===== src/rtl/servo_position_sequencer_pkg.sv =====
// Shared definitions for the servo position sequencer.
//  - FSM state encodings (IDLE/SLEW/DONE), kept as plain 2-bit constants so the
//    encodings line up with the existing servo controller code and its benches.
//  - Default parameter values for one servo channel.
//  - slew_step(): one frame's worth of motion from a position toward a target.
package servo_position_sequencer_pkg;

  localparam logic [1:0] ST_IDLE = 2'd0;
  localparam logic [1:0] ST_SLEW = 2'd1;
  localparam logic [1:0] ST_DONE = 2'd2;

  localparam int unsigned DEF_FRAME_CLKS  = 2_000_000;  // 20 ms at 100 MHz
  localparam int unsigned DEF_MULTIPLY_BY = 753;
  localparam int unsigned DEF_POS_MAX     = 255;
  localparam int unsigned DEF_POS_RESET   = 128;
  localparam int unsigned DEF_STEP_MAX    = 4;

  // Move pos toward tgt by at most step. When the remaining distance fits in
  // one step the result lands exactly on the target, so it can never overshoot
  // and never leaves the interval between pos and tgt.
  function automatic logic [7:0] slew_step(input logic [7:0] pos,
                                           input logic [7:0] tgt,
                                           input logic [3:0] step);
    logic signed [8:0] diff;
    logic [8:0]        mag;
    diff = $signed({1'b0, tgt}) - $signed({1'b0, pos});
    mag  = diff[8] ? 9'(-diff) : 9'(diff);
    if (mag <= {5'd0, step}) begin
      return tgt;
    end else if (diff[8]) begin
      return pos - {4'd0, step};
    end else begin
      return pos + {4'd0, step};
    end
  endfunction

endpackage


===== src/rtl/servo_position_sequencer_frame_timer.sv =====
// Free-running PWM frame timer, reusable by any servo channel.
//  Counts 0..FRAME_CLKS-1 and wraps; o_Tick is high for the single cycle in
//  which the count equals FRAME_CLKS-1.
// Ports:
//  i_Clk   system clock
//  i_Rst   asynchronous reset, active-high (count returns to 0)
//  o_Tick  one-cycle end-of-frame pulse
module servo_position_sequencer_frame_timer #(
  parameter int unsigned FRAME_CLKS = 2_000_000
) (
  input  logic i_Clk,
  input  logic i_Rst,
  output logic o_Tick
);

  localparam int unsigned CW = (FRAME_CLKS > 1) ? $clog2(FRAME_CLKS) : 1;
  localparam logic [CW-1:0] LAST = CW'(FRAME_CLKS - 1);

  logic [CW-1:0] count;

  always_ff @(posedge i_Clk or posedge i_Rst) begin
    if (i_Rst) begin
      count <= '0;
    end else if (count == LAST) begin
      count <= '0;
    end else begin
      count <= count + 1'b1;
    end
  end

  assign o_Tick = (count == LAST);

endmodule


===== src/rtl/servo_position_sequencer.sv =====
// Servo position sequencer: accepts target-position commands, slews the
// commanded position toward the target by a bounded step once per PWM frame,
// and drives the PWM generator's control range with position*MULTIPLY_BY.
// Ports:
//  i_Clk            system clock (100 MHz)
//  i_Rst            asynchronous reset, active-high
//  i_Cmd_Valid      command valid
//  i_Cmd_Pos [7:0]  target position (clamped to POS_MAX)
//  i_Cmd_Step[3:0]  step per frame; 0 selects STEP_MAX, larger values clamp to STEP_MAX
//  o_Cmd_Ready      command can be accepted (IDLE)
//  i_Abort          stop an active slew at the current position
//  o_Control_Range  registered position*MULTIPLY_BY, one cycle behind o_Position
//  o_Position       current commanded position
//  o_Busy           slew in progress
//  o_Done           one-cycle pulse when the target is reached
//  o_Frame_Tick     one-cycle pulse at the end of each frame
//  o_Dbg_State      FSM state (ST_IDLE/ST_SLEW/ST_DONE) for observation
//
// Command handshake: a command transfers on a rising clock edge where
// i_Cmd_Valid and o_Cmd_Ready are both 1. o_Cmd_Ready depends only on the FSM
// state (never on i_Cmd_Valid); i_Cmd_Pos/i_Cmd_Step are sampled only on the
// transfer edge.
module servo_position_sequencer
  import servo_position_sequencer_pkg::*;
#(
  parameter int unsigned FRAME_CLKS  = DEF_FRAME_CLKS,
  parameter int unsigned MULTIPLY_BY = DEF_MULTIPLY_BY,
  parameter int unsigned POS_MAX     = DEF_POS_MAX,
  parameter int unsigned POS_RESET   = DEF_POS_RESET,
  parameter int unsigned STEP_MAX    = DEF_STEP_MAX
) (
  input  logic        i_Clk,
  input  logic        i_Rst,
  input  logic        i_Cmd_Valid,
  input  logic [7:0]  i_Cmd_Pos,
  input  logic [3:0]  i_Cmd_Step,
  output logic        o_Cmd_Ready,
  input  logic        i_Abort,
  output logic [23:0] o_Control_Range,
  output logic [7:0]  o_Position,
  output logic        o_Busy,
  output logic        o_Done,
  output logic        o_Frame_Tick,
  output logic [1:0]  o_Dbg_State
);

  // The full-scale control range must fit the 24-bit output.
  if ((POS_MAX * MULTIPLY_BY) >= (1 << 24)) begin : g_range_check
    $error("POS_MAX*MULTIPLY_BY does not fit in 24 bits");
  end

  localparam logic [7:0]  POS_MAX_L   = 8'(POS_MAX);
  localparam logic [7:0]  POS_RESET_L = 8'(POS_RESET);
  localparam logic [3:0]  STEP_MAX_L  = 4'(STEP_MAX);
  localparam logic [23:0] MULT_L      = 24'(MULTIPLY_BY);
  localparam logic [23:0] RANGE_RESET = 24'(POS_RESET * MULTIPLY_BY);

  logic [1:0] state;
  logic [7:0] position;
  logic [7:0] target;
  logic [3:0] step;
  logic       tick;
  logic [7:0] cmd_target;
  logic [3:0] cmd_step;

  servo_position_sequencer_frame_timer #(
    .FRAME_CLKS(FRAME_CLKS)
  ) u_frame_timer (
    .i_Clk (i_Clk),
    .i_Rst (i_Rst),
    .o_Tick(tick)
  );

  // Command conditioning: clamp the target into range, and map step 0 (and
  // anything too large) to STEP_MAX.
  always_comb begin
    cmd_target = (i_Cmd_Pos > POS_MAX_L) ? POS_MAX_L : i_Cmd_Pos;
    if (i_Cmd_Step == 4'd0 || i_Cmd_Step > STEP_MAX_L) begin
      cmd_step = STEP_MAX_L;
    end else begin
      cmd_step = i_Cmd_Step;
    end
  end

  always_ff @(posedge i_Clk or posedge i_Rst) begin
    if (i_Rst) begin
      state    <= ST_IDLE;
      position <= POS_RESET_L;
      target   <= POS_RESET_L;
      step     <= STEP_MAX_L;
    end else begin
      case (state)
        ST_IDLE: begin
          if (i_Cmd_Valid) begin
            target <= cmd_target;
            step   <= cmd_step;
            state  <= ST_SLEW;
          end
        end
        ST_SLEW: begin
          // Abort outranks both arrival and a same-cycle frame tick, so an
          // aborted slew never moves and never reports done.
          if (i_Abort) begin
            state <= ST_IDLE;
          end else if (position == target) begin
            state <= ST_DONE;
          end else if (tick) begin
            position <= slew_step(position, target, step);
          end
        end
        ST_DONE: begin
          state <= ST_IDLE;
        end
        default: begin
          state <= ST_IDLE;
        end
      endcase
    end
  end

  // Registered scaling; follows o_Position by one cycle.
  always_ff @(posedge i_Clk or posedge i_Rst) begin
    if (i_Rst) begin
      o_Control_Range <= RANGE_RESET;
    end else begin
      o_Control_Range <= {16'd0, position} * MULT_L;
    end
  end

  assign o_Cmd_Ready  = (state == ST_IDLE);
  assign o_Busy       = (state == ST_SLEW);
  assign o_Done       = (state == ST_DONE);
  assign o_Frame_Tick = tick;
  assign o_Position   = position;
  assign o_Dbg_State  = state;

endmodule


===== config.mk =====
export PLATFORM = sky130hd
export DESIGN_NAME = servo_position_sequencer
export DESIGN_NICKNAME = d
export VERILOG_FILES = /design/src/rtl/servo_position_sequencer_pkg.sv /design/src/rtl/servo_position_sequencer_frame_timer.sv /design/src/rtl/servo_position_sequencer.sv
export SDC_FILE = /design/constraint.sdc
export NUM_CORES = 1
export LEC_CHECK = 0
export BUFFER_PORTS_ARGS = -buffer_cell sky130_fd_sc_hd__clkbuf_2
export CORE_UTILIZATION = 64
export CTS_CLUSTER_DIAMETER = 120
export DETAILED_ROUTE_END_ITERATION = 10
export PLACE_DENSITY = 0.86
export RECOVER_POWER = 100
export SETUP_SLACK_MARGIN = 0.05
export SLEW_MARGIN = 10
export SYNTH_ARGS = -nofsm -noshare
export SYNTH_HDL_FRONTEND = slang
export SYNTH_HIERARCHICAL = 1
export SYNTH_SLANG_ARGS = --single-unit

===== constraint.sdc =====
create_clock -name i_Clk -period 8.4 [get_ports i_Clk]
set_input_delay 0.42 -clock i_Clk [delete_from_list [all_inputs] [get_ports i_Clk]]
set_output_delay 0.42 -clock i_Clk [all_outputs]
set_load 0.02 [all_outputs]

* After elaboration in Yosys (flattened, before gate mapping)
Cells that the tools add are included.
** Storage, ports and cells
- Flip-flop bits (word level) :: 61
- Input bits :: 16
- Word-level logic and storage cells :: 39
** Operators by class
- $lt $le $gt $ge :: 3
- Eq/ne operators :: 6
- Reductions and logical operators :: 6
- Add/subtract/negate cells :: 5
- Muxes and demuxes :: 10
- $mul :: 1
- Bitwise gates (word level) :: 2
** Operator list (number)
- 8-bit 2-to-1 mux :: 3
- 21-bit by 1-bit adder with 21-bit output, second input constant :: 1
- 21-bit equality test, second input constant :: 1
- 21-bit 2-to-1 mux :: 1
- 8-bit by 10-bit multiplier with 18-bit output, second input constant :: 1
- 9-bit by 4-bit <= comparator with 1-bit output :: 1
- 9-bit 2-to-1 mux :: 1
- 9-bit negator :: 1
- 8-bit by 8-bit subtractor with 9-bit output :: 1
- 8-bit by 4-bit adder with 8-bit output :: 1
- 8-bit equality test :: 1
- 8-bit greater-than comparator, second input constant :: 1
- 8-bit by 4-bit subtractor with 8-bit output :: 1
- 2-bit 2-to-1 mux :: 3
- 4-bit by 3-bit greater-than comparator with 1-bit output, second input constant :: 1
- 4-bit zero test :: 1
- 4-bit 2-to-1 mux :: 1
- 2-bit case mux with 2 select lines :: 1
- 2-bit AND reduction :: 2
- 4-bit AND reduction :: 1
- 3-bit by 2-bit inequality test with 1-bit output, second input constant :: 1
- 2-bit by 1-bit equality test with 1-bit output, second input constant :: 1
- 2-bit equality test, second input constant :: 1
- 2-bit zero test :: 1
- other kinds (3) :: 4

* Logic depth before layout (Yosys ltp)
Gate-level depths: netlist (run 1).
- Depth in word-level cells :: 5
- Gate-level depth with buffers :: 17

* Cells and area by module
Netlist (run 1), hierarchy kept.
** By module, submodules not included
- servo_position_sequencer :: cells each 380, area an instance 3731.1 um2, times used 1
- servo_position_sequencer_frame_timer :: cells each 96, area an instance 996.0 um2, times used 1

* Worst setup path before layout (run 1)
Ideal clock, no wire load.
- Path type :: register to register
- Start point :: register position[5], in the netlist o_Position[5]
- End point :: register o_Control_Range[16]
- Data required time :: 8.289 ns
- Slack :: 4.458 ns
- Path buffers :: 0
- Cell stages (with the launch flop) :: 11
- Setup time :: 0.111 ns
- Data arrival time :: 3.831 ns
- Cells stage by stage :: dfrtp_1 fa_1 inv_1 fa_1 fa_1 fa_1 inv_1 ha_1 a21o_1 a211o_1 o311ai_0
** Between the ends
- Word-level cells in the longest chain between the ends :: 1
** RTL lines
- start, declared :: RTL line servo_position_sequencer.sv:59 : logic [7:0] position;
- start signal, assigned :: RTL line servo_position_sequencer.sv:108 : position <= slew_step(position, target, step);
- 8-bit by 10-bit multiplier with 18-bit output :: RTL line servo_position_sequencer.sv:126 : o_Control_Range <= {16'd0, position} * MULT_L;
- end signal, assigned :: RTL line servo_position_sequencer.sv:126
- end, declared :: RTL line servo_position_sequencer.sv:39 : output logic [23:0] o_Control_Range,
No other way between the ends.
A chain may end at the register's enable or synchronous reset.

* Final worst setup path (run 1)
- Start point :: register position[0], in the netlist o_Position[0]
- End point :: register position[0], in the netlist o_Position[0]
** Between the ends
- Word-level cells in the longest chain between the ends :: 5
- Elaborated cells on any way between the ends :: 11
- Classes of those cells :: 4 x add/sub; 1 x order compare; 1 x eq/ne; 3 x mux; 1 x bitwise; 1 x reduce/logical
** RTL lines
- 8-bit by 8-bit subtractor with 9-bit output :: RTL line servo_position_sequencer_pkg.sv:26 : diff = $signed({1'b0, tgt}) - $signed({1'b0, pos});
- 9-bit negator :: RTL line servo_position_sequencer_pkg.sv:27 : mag = diff[8] ? 9'(-diff) : 9'(diff);
- 9-bit 2-to-1 mux :: RTL line servo_position_sequencer_pkg.sv:27
- 9-bit by 4-bit <= comparator with 1-bit output :: RTL line servo_position_sequencer_pkg.sv:28 : if (mag <= {5'd0, step}) begin
- 8-bit 2-to-1 mux :: RTL line servo_position_sequencer_pkg.sv:28
Several ways; a longest one is shown, not always the timed one.

==> results of run 1 <==
-- critical path, stage by stage (launching register included) --
cell      delay [ns]
dfrtp_1         0.50
ha_1            0.30
fa_1            0.43
nand2b_1        0.20
a211oi_1        0.32
or3_1           0.23
nor2_1          0.07
a21oi_1         0.13
ha_1            0.26
nor2b_1         0.14
o21a_1          0.17
o21a_1          0.16
o21ai_0         0.15
o211ai_1        0.12
a21oi_1         0.85
mux2_1          0.39
o21ai_1         0.11
-- final timing paths --
| path | endpoint | slack, ns | cells past startpoint |
|---|---|---|---|
| worst min register to register | u_frame_timer/count[0] | 0.49 | 1 |
| min in group i_Clk | step[3] | 0.24 | 2 |
| worst max-delay path | o_Position[0] | 3.79 | 16 |
| max in group asynchronous | o_Control_Range[1] | 6.28 | 3 |
| worst max register to register | o_Position[0] | 3.79 | 16 |
| worst min-delay path | u_frame_timer/count[15] | 0.19 | 2 |
-- routing by layer --
metal	share of wire [%]	wire length, um	vias up	GRT usage [%]
met5	0	0	-	0
met4	2.7	274	0	12.2
met3	6.7	671	26	5.94
met2	50	4960	136	48.5
met1	41	4110	1768	34.5
li1	-	-	1712	-
-- synthesized netlist by cell type, types with 6 or more instances --
master	number
a21oi_1	19
buf_4	6
dfrtp_1	52
dfstp_2	9
fa_1	20
ha_1	62
inv_1	68
mux2_2	8
mux2i_1	9
nand2_1	29
nand3_1	11
nor2_1	29
nor2b_1	10
nor3_1	9
o21ai_0	11
o21ai_1	8
o31ai_1	6
xnor2_1	25
xor2_1	12
-- cell type report --
cell class | count | area (sq um)
Clock buffer | 9 | 124
Tap cell | 96 | 120
Inverter | 68 | 255
Multi-Input combinational cell | 341 | 2860
Sequential cell | 61 | 1540
Fill cell | 523 | 1800
Clock inverter | 7 | 75.1
Timing Repair Buffer | 49 | 203
-- metrics by stage --
step                      worst slack [ns]  hold WS (ns)  total power [mW]  cells
final                                 3.79         0.193             0.876    631
after floorplan                       4.46         0.397             0.556    481
after global placement                4.36         0.476             0.595    615
after detailed placement              4.10         0.479             0.612    615
after global routing                  3.40         0.237             0.922    631
after CTS                             4.01         0.201             0.881    631
-- cell families (layout without fill, tap and decap cells) --
| family | count (synthesis) | count (layout) |
|---|---|---|
| AOI/OAI and AO/OA | 71 | 71 |
| xor gates and xnor gates | 38 | 38 |
| adders and majority gates | 82 | 82 |
| buffers and inverters | 79 | 133 |
| DFF | 61 | 61 |
| muxes | 19 | 19 |
| other | 1 | 6 |
| and+or+nand+nor | 125 | 125 |
-- sequential cells by signal, summed over array words and instances, names as in the netlist --
register,count
o_Control_Range,18
o_Dbg_State,2
o_Position,8
step,4
target,8
u_frame_timer/count,21
-- power by group --
| part | leakage (nW) | switching (mW) | internal, mW |
|---|---|---|---|
| clock | 0.0918 | 0.129 | 0.138 |
| combinational | 1.68 | 0.163 | 0.126 |
| sequential | 0.787 | 0.0134 | 0.307 |
| total | 2.56 | 0.305 | 0.571 |
==> results.md, run 1 <==
- Die Width: 87.9 um
- Post-placement cell area: 0.00504 sq mm
- WL final: 10.0 mm
- Total CTS buffers: 9
- Static Leak: 2.56 nW
- Initial core utilization: 67.7%
- CTS Buffer Depth: 2
- Worst vdd ir: 0.120 mV
- RSZ-0062 raised after global routing: no
- Row cnt: 30
- Worst Skew: 0.0103 ns
- Multiplexer share of the synthesized area: 4.61%
- # hold bufs at CTS: 0
- Final period utilization: 54.9%
- Area Growth Syn to Fin: 9.56%
- Worst setup path startpoint: o_Position[0]
- I/O Pins: 54
- Setup crit start kind: register
- Synth Cell Area: 0.00473 sq mm
- Post-CTS Setup Inserts: 0
- H-tree depth: 3
- All-Layer GR Usage: 28.3%
- Mapped Cells: 476
- Worst min path class: in2async
- Count of endpoints failing setup in the final report: 0
- Max_cap viols: 1
- Initial antenna violation count: 0
- Setup total negative slack: 0 ns
- Most common cell after layout, fill and taps aside: inv_1
- Layout cells sized above 1: 11.6%
- Post-synth EDFFs: 0
- First-pass DRT Iterations: 4
- Drt drc: 0
- Clk sinks: 61
- Reg2reg start: o_Position[0]
- Worst slew pin tran: 2.20 ns
- Routed length per instance: 15.9 um
- Cell variety after synth: 58
- Root buffer cell: clkbuf_8
- Post-route ant nets: 0
- Fin. max-slew vios: 41
- Hpwl dp: 7.54 mm
- Critical setup path kind: reg2reg
- GRT overflow: 0
- Vias: 3642
- Mean Syn Cell Area: 9.93 sq um
- Core area: 0.00698 sq mm
- Commonest non-fill, non-tap cells in the layout: 68 x inv_1, 62 x ha_1, 52 x dfrtp_1
- Dominant cell type by area after synthesis: dfrtp_1
- GPL Wtd Cong: 0.928
- Post-synthesis simple-gate area fraction: 13.9%
- Post-layout util: 74.2%
- Largest net degree at the start of global routing: 41
- Number of synthesized register bits: 61
- # port buffers: 47
- Main flop type after synthesis: dfrtp_1
- CTS tree: yes
- First-pass GRT wire length: 16.6 mm
- Failing checks: capacitance limit, slew limit
- Nets: 628
- Max frequency: 217 MHz
- Rel. slew slack: -47.0%
- CP endpoint kind: register
- WP data required: 8.67 ns
- Pwr dens: 169 mW/mm^2
- Status: finished with violations
- Die area: 0.00773 sq mm
- Synth area leaders: dfrtp_1 28%, ha_1 16%, fa_1 8.5%
- Clock transition at the registers of the reported paths: 0.08 ns
- Final instance area: 0.00518 sq mm
- Critical Path AT: 4.88 ns
- Sequential area share after synthesis: 32.5%
- Post-Synth Adder-Cell Area: 24.9%
- Minimum clock period: 4.61 ns
- Post-synthesis xor/xnor area fraction: 7.20%
- Warnings, synthesis: 6
- Post-cts sizing count: 0
- Post-synthesis async set-or-reset flop share: 100%
- Synth top area share: 27.5%
- Die height: 87.9 um
- Crit path max fanout: 8
- Final Hold Fails: 0
- Synth Area in Compound Gates: 9.79%
- Largest family of logic cells by synthesized area: adder cells
- Ant. Diodes: 0
- Vias in the first global route: 3662
- Worst-Skew Late Latency: 0.35 ns
- Initial DRC Count: 177
- Via-to-Cell Ratio: 5.77
No activity file was read; power rests on OpenSTA's default activity.
==> run 2: changes to the inputs <==
--- a/config.mk
+++ b/config.mk
@@ -6,10 +6,10 @@
 export NUM_CORES = 1
 export LEC_CHECK = 0
 export BUFFER_PORTS_ARGS = -buffer_cell sky130_fd_sc_hd__clkbuf_2
-export CORE_UTILIZATION = 64
+export CORE_UTILIZATION = 60
 export CTS_CLUSTER_DIAMETER = 120
 export DETAILED_ROUTE_END_ITERATION = 10
-export PLACE_DENSITY = 0.86
+export PLACE_DENSITY = 0.82
 export RECOVER_POWER = 100
 export SETUP_SLACK_MARGIN = 0.05
 export SLEW_MARGIN = 10
==> constraint.sdc (replaced) <==
create_clock -name i_Clk -period 4.6 [get_ports i_Clk]
set_input_delay 0.23 -clock i_Clk [delete_from_list [all_inputs] [get_ports i_Clk]]
set_output_delay 0.23 -clock i_Clk [all_outputs]
set_load 0.02 [all_outputs]
==> run 2 against run 1 <==
- the run still ends with capacitance limit, slew limit left
- clock-buffer cell count did not move
- die area rose by 6.5%
- clock skew is 0.0037 ns higher
- routed wire length is 7.8% lower
- via count shrank 3.3%
- sequential share of layout area shrank 0.079 points
- clock power grew 63%
- non-clock buffer count rose by 3
- critical endpoint is now o_Control_Range[17]
- global-route usage is 4.3 points lower
- register-to-register slack worse by 3.4 ns
==> results.md, run 2 (synthesis gave the netlist of run 1 again) <==
- GPL Wtd Cong: 0.882 (was 0.928)
- Max FFs per register: 21 (unchanged)
- Pwr dens: 296 mW/mm^2 (was 169 mW/mm^2)
- Fin. max-slew vios: 41 (unchanged)
- Count of endpoints failing setup in the final report: 0 (unchanged)
- Reg power frac: 38.1% (was 36.6%)
- Crit-path slowest cell: dfstp_1 (was a21oi_1)
- Worst setup path startpoint: o_Position[7] (was o_Position[0])
- Rel. slew slack: -45.1% (was -47.0%)
- H-tree depth: 3 (unchanged)
- Area Growth Syn to Fin: 9.85% (was 9.56%)
- Clock share of power: 28.2% (was 30.4%)
- Static Leak: 2.57 nW (was 2.56 nW)
- Vias: 3521 (was 3642)
- Worst-path cell chain: fa_1 > inv_1 > fa_1 > fa_1 > fa_1 > inv_1 > ha_1 > o21a_1 > nor2_1 > o31ai_1 > o21ai_0 > nand2_1 > a21oi_1 > xnor2_1 (was ha_1 > fa_1 > nand2b_1 > a211oi_1 > or3_1 > nor2_1 > a21oi_1 > ha_1 > nor2b_1 > o21a_1 > o21a_1 > o21ai_0 > o211ai_1 > a21oi_1 > mux2_1 > o21ai_1)
- Multi-input logic area: 0.00288 sq mm (was 0.00286 sq mm)
- Final Worst Setup Slack: 0.370 ns (was 3.79 ns)
- DP Worst Slack: 0.491 ns (was 4.10 ns)
- Sw Pwr: 0.548 mW (was 0.305 mW)
- CP endpoint kind: register (unchanged)
- First-pass DRT Iterations: 4 (unchanged)
- GRT overflow: 0 (unchanged)
- Ant. Diodes: 0 (unchanged)
- Worst Setup EP: o_Control_Range[17] (was o_Position[0])
- Post-CTS Setup Inserts: 0 (unchanged)
- Layout cells sized above 1: 12.1% (was 11.6%)
- Failing checks: capacitance limit, slew limit (unchanged)
- Post-layout util: 67.5% (was 74.2%)
- Seq. cell area: 0.00154 sq mm (unchanged)
- Core area: 0.00769 sq mm (was 0.00698 sq mm)
- Critical setup path kind: reg2reg (unchanged)
- Die area: 0.00824 sq mm (was 0.00773 sq mm)
- Post-route ant nets: 0 (unchanged)
- Comb power frac: 33.7% (was 33.0%)
- # port buffers: 47 (unchanged)
- RSZ-0062 raised after global routing: no (unchanged)
- Worst r2r path cells: 14 (was 16)
- Reg2reg end: o_Control_Range[17] (was o_Position[0])
- Top cell by count, worst path: fa_1
- Fin cells: 640 (was 631)
- WL final: 9.23 mm (was 10.0 mm)
- Root buffer cell: clkbuf_8 (unchanged)
- Initial core utilization: 61.5% (was 67.7%)
- Hpwl dp: 7.25 mm (was 7.54 mm)
- Routed length per instance: 14.4 um (was 15.9 um)
- CTS Buffer Depth: 2 (unchanged)
- Nets: 631 (was 628)
- Worst-Skew Late Latency: 0.35 ns (about the same)
- Switching share of power: 35.6% (was 34.9%)
- Flop2flop setup slack: 0.37 ns (was 3.79 ns)
- Max_cap viols: 1 (unchanged)
- Vias in the first global route: 3513 (was 3662)
- Dpl cells: 624 (was 615)
- Final Hold Fails: 0 (unchanged)
- Worst vdd ir: 0.200 mV (was 0.120 mV)
- Max frequency: 236 MHz (was 217 MHz)
- Crit path max fanout: 8 (unchanged)
- Pint: 0.989 mW (was 0.571 mW)
- WP data required: 4.83 ns (was 8.67 ns)
- Critical Path AT: 4.46 ns (was 4.88 ns)
- I/O Pins: 54 (unchanged)
- Row cnt: 32 (was 30)
- Worst slew pin tran: 2.18 ns (was 2.20 ns)
- Slowest Stage Delay on Critical Path: 0.72 ns (was 0.85 ns)
- Most common cell after layout, fill and taps aside: inv_1 (unchanged)
- Initial antenna violation count: 0 (unchanged)
- Minimum clock period: 4.23 ns (was 4.61 ns)
- Drt drc: 0 (unchanged)
- Commonest non-fill, non-tap cells in the layout: 68 x inv_1, 62 x ha_1, 52 x dfrtp_1 (unchanged)
- Largest net degree at the start of global routing: 41 (unchanged)
- CTS tree: yes (unchanged)
- Initial DRC Count: 142 (was 177)
- Most flop-heavy register: u_frame_timer/count (unchanged)
- # fillers: 628 (was 523)
- Worst Skew: 0.0140 ns (was 0.0103 ns)
- Total CTS buffers: 9 (unchanged)
- First-pass GRT wire length: 15.7 mm (was 16.6 mm)
- Die height: 90.8 um (was 87.9 um)
- Largest regs: u_frame_timer/count (21), o_Control_Range (18) (unchanged)
- Worst min path class: in2async (unchanged)
- Post-cts sizing count: 0 (unchanged)
- All-Layer GR Usage: 24.0% (was 28.3%)
- Die Width: 90.8 um (was 87.9 um)
- # hold bufs at CTS: 0 (unchanged)
- Reg2reg start: o_Position[7] (was o_Position[0])
- Setup crit start kind: register (unchanged)
- Clk sinks: 61 (unchanged)
- Clock transition at the registers of the reported paths: 0.08 ns (about the same)
- Setup total negative slack: 0 ns (unchanged)
- Via-to-Cell Ratio: 5.50 (was 5.77)
- Final period utilization: 92.0% (was 54.9%)
- Status: finished with violations (unchanged)
run 2: cell type report:
cell class	count	area share, %
clock buffer	9	2.39
inverter	68	4.92
multi-input combinational	341	55.4
clock inverter	7	0.988
timing repair buffer	52	4.19
tap	102	2.46
sequential	61	29.6
run 2: through the flow:
stage / hold WS, ns / cell area (sq um) / power, mW
finish: 0.00240 / 5190 / 1.54
floorplan: 0.207 / 4750 / 1.02
detailed placement: 0.380 / 5070 / 1.11
global placement: 0.376 / 5070 / 1.09
global route: 0.0530 / 5190 / 1.64
CTS: 0.000658 / 5250 / 1.55
run 2: worst max-delay path: cells and delay by family (launching register included):
family / cells / cell delay (ns)
fa+ha+maj: 5 / 2.28
flops: 1 / 0.72
compound gates: 4 / 0.69
buf+inv: 2 / 0.16
xor+xnor: 1 / 0.14
simple gates: 2 / 0.13
run 2: worst min-delay path by stage:
stage	start	end	slack, ns	cells after the start
after floorplan	i_Rst	u_frame_timer/count[0]	0.21	1
after global placement	i_Rst	o_Control_Range[0]	0.38	3
after detailed placement	i_Rst	o_Control_Range[0]	0.38	3
after CTS	i_Rst	o_Control_Range[1]	0.0007	3
after global routing	i_Cmd_Valid	step[3]	0.05	2
final	i_Rst	u_frame_timer/count[1]	0.002	2
run 2: metal layers:
metal	track usage, %	share of wire (%)	up-vias
met5	0	0	-
met3	4.12	3.5	5
met1	30.6	45	1734
li1	-	-	1715
met2	42.2	51	67
met4	6.45	0.60	0
run 2: power groups by stage:
stage          clock network [mW]  logic (mW)  registers [mW]
3_3_place_gp                    0       0.496           0.593
3_5_place_dp                    0       0.513           0.594
2_1_floorplan                   0       0.430           0.586
4_1_cts                     0.446       0.518           0.584
6_report                    0.434       0.518           0.585
5_1_grt                     0.468       0.581           0.587
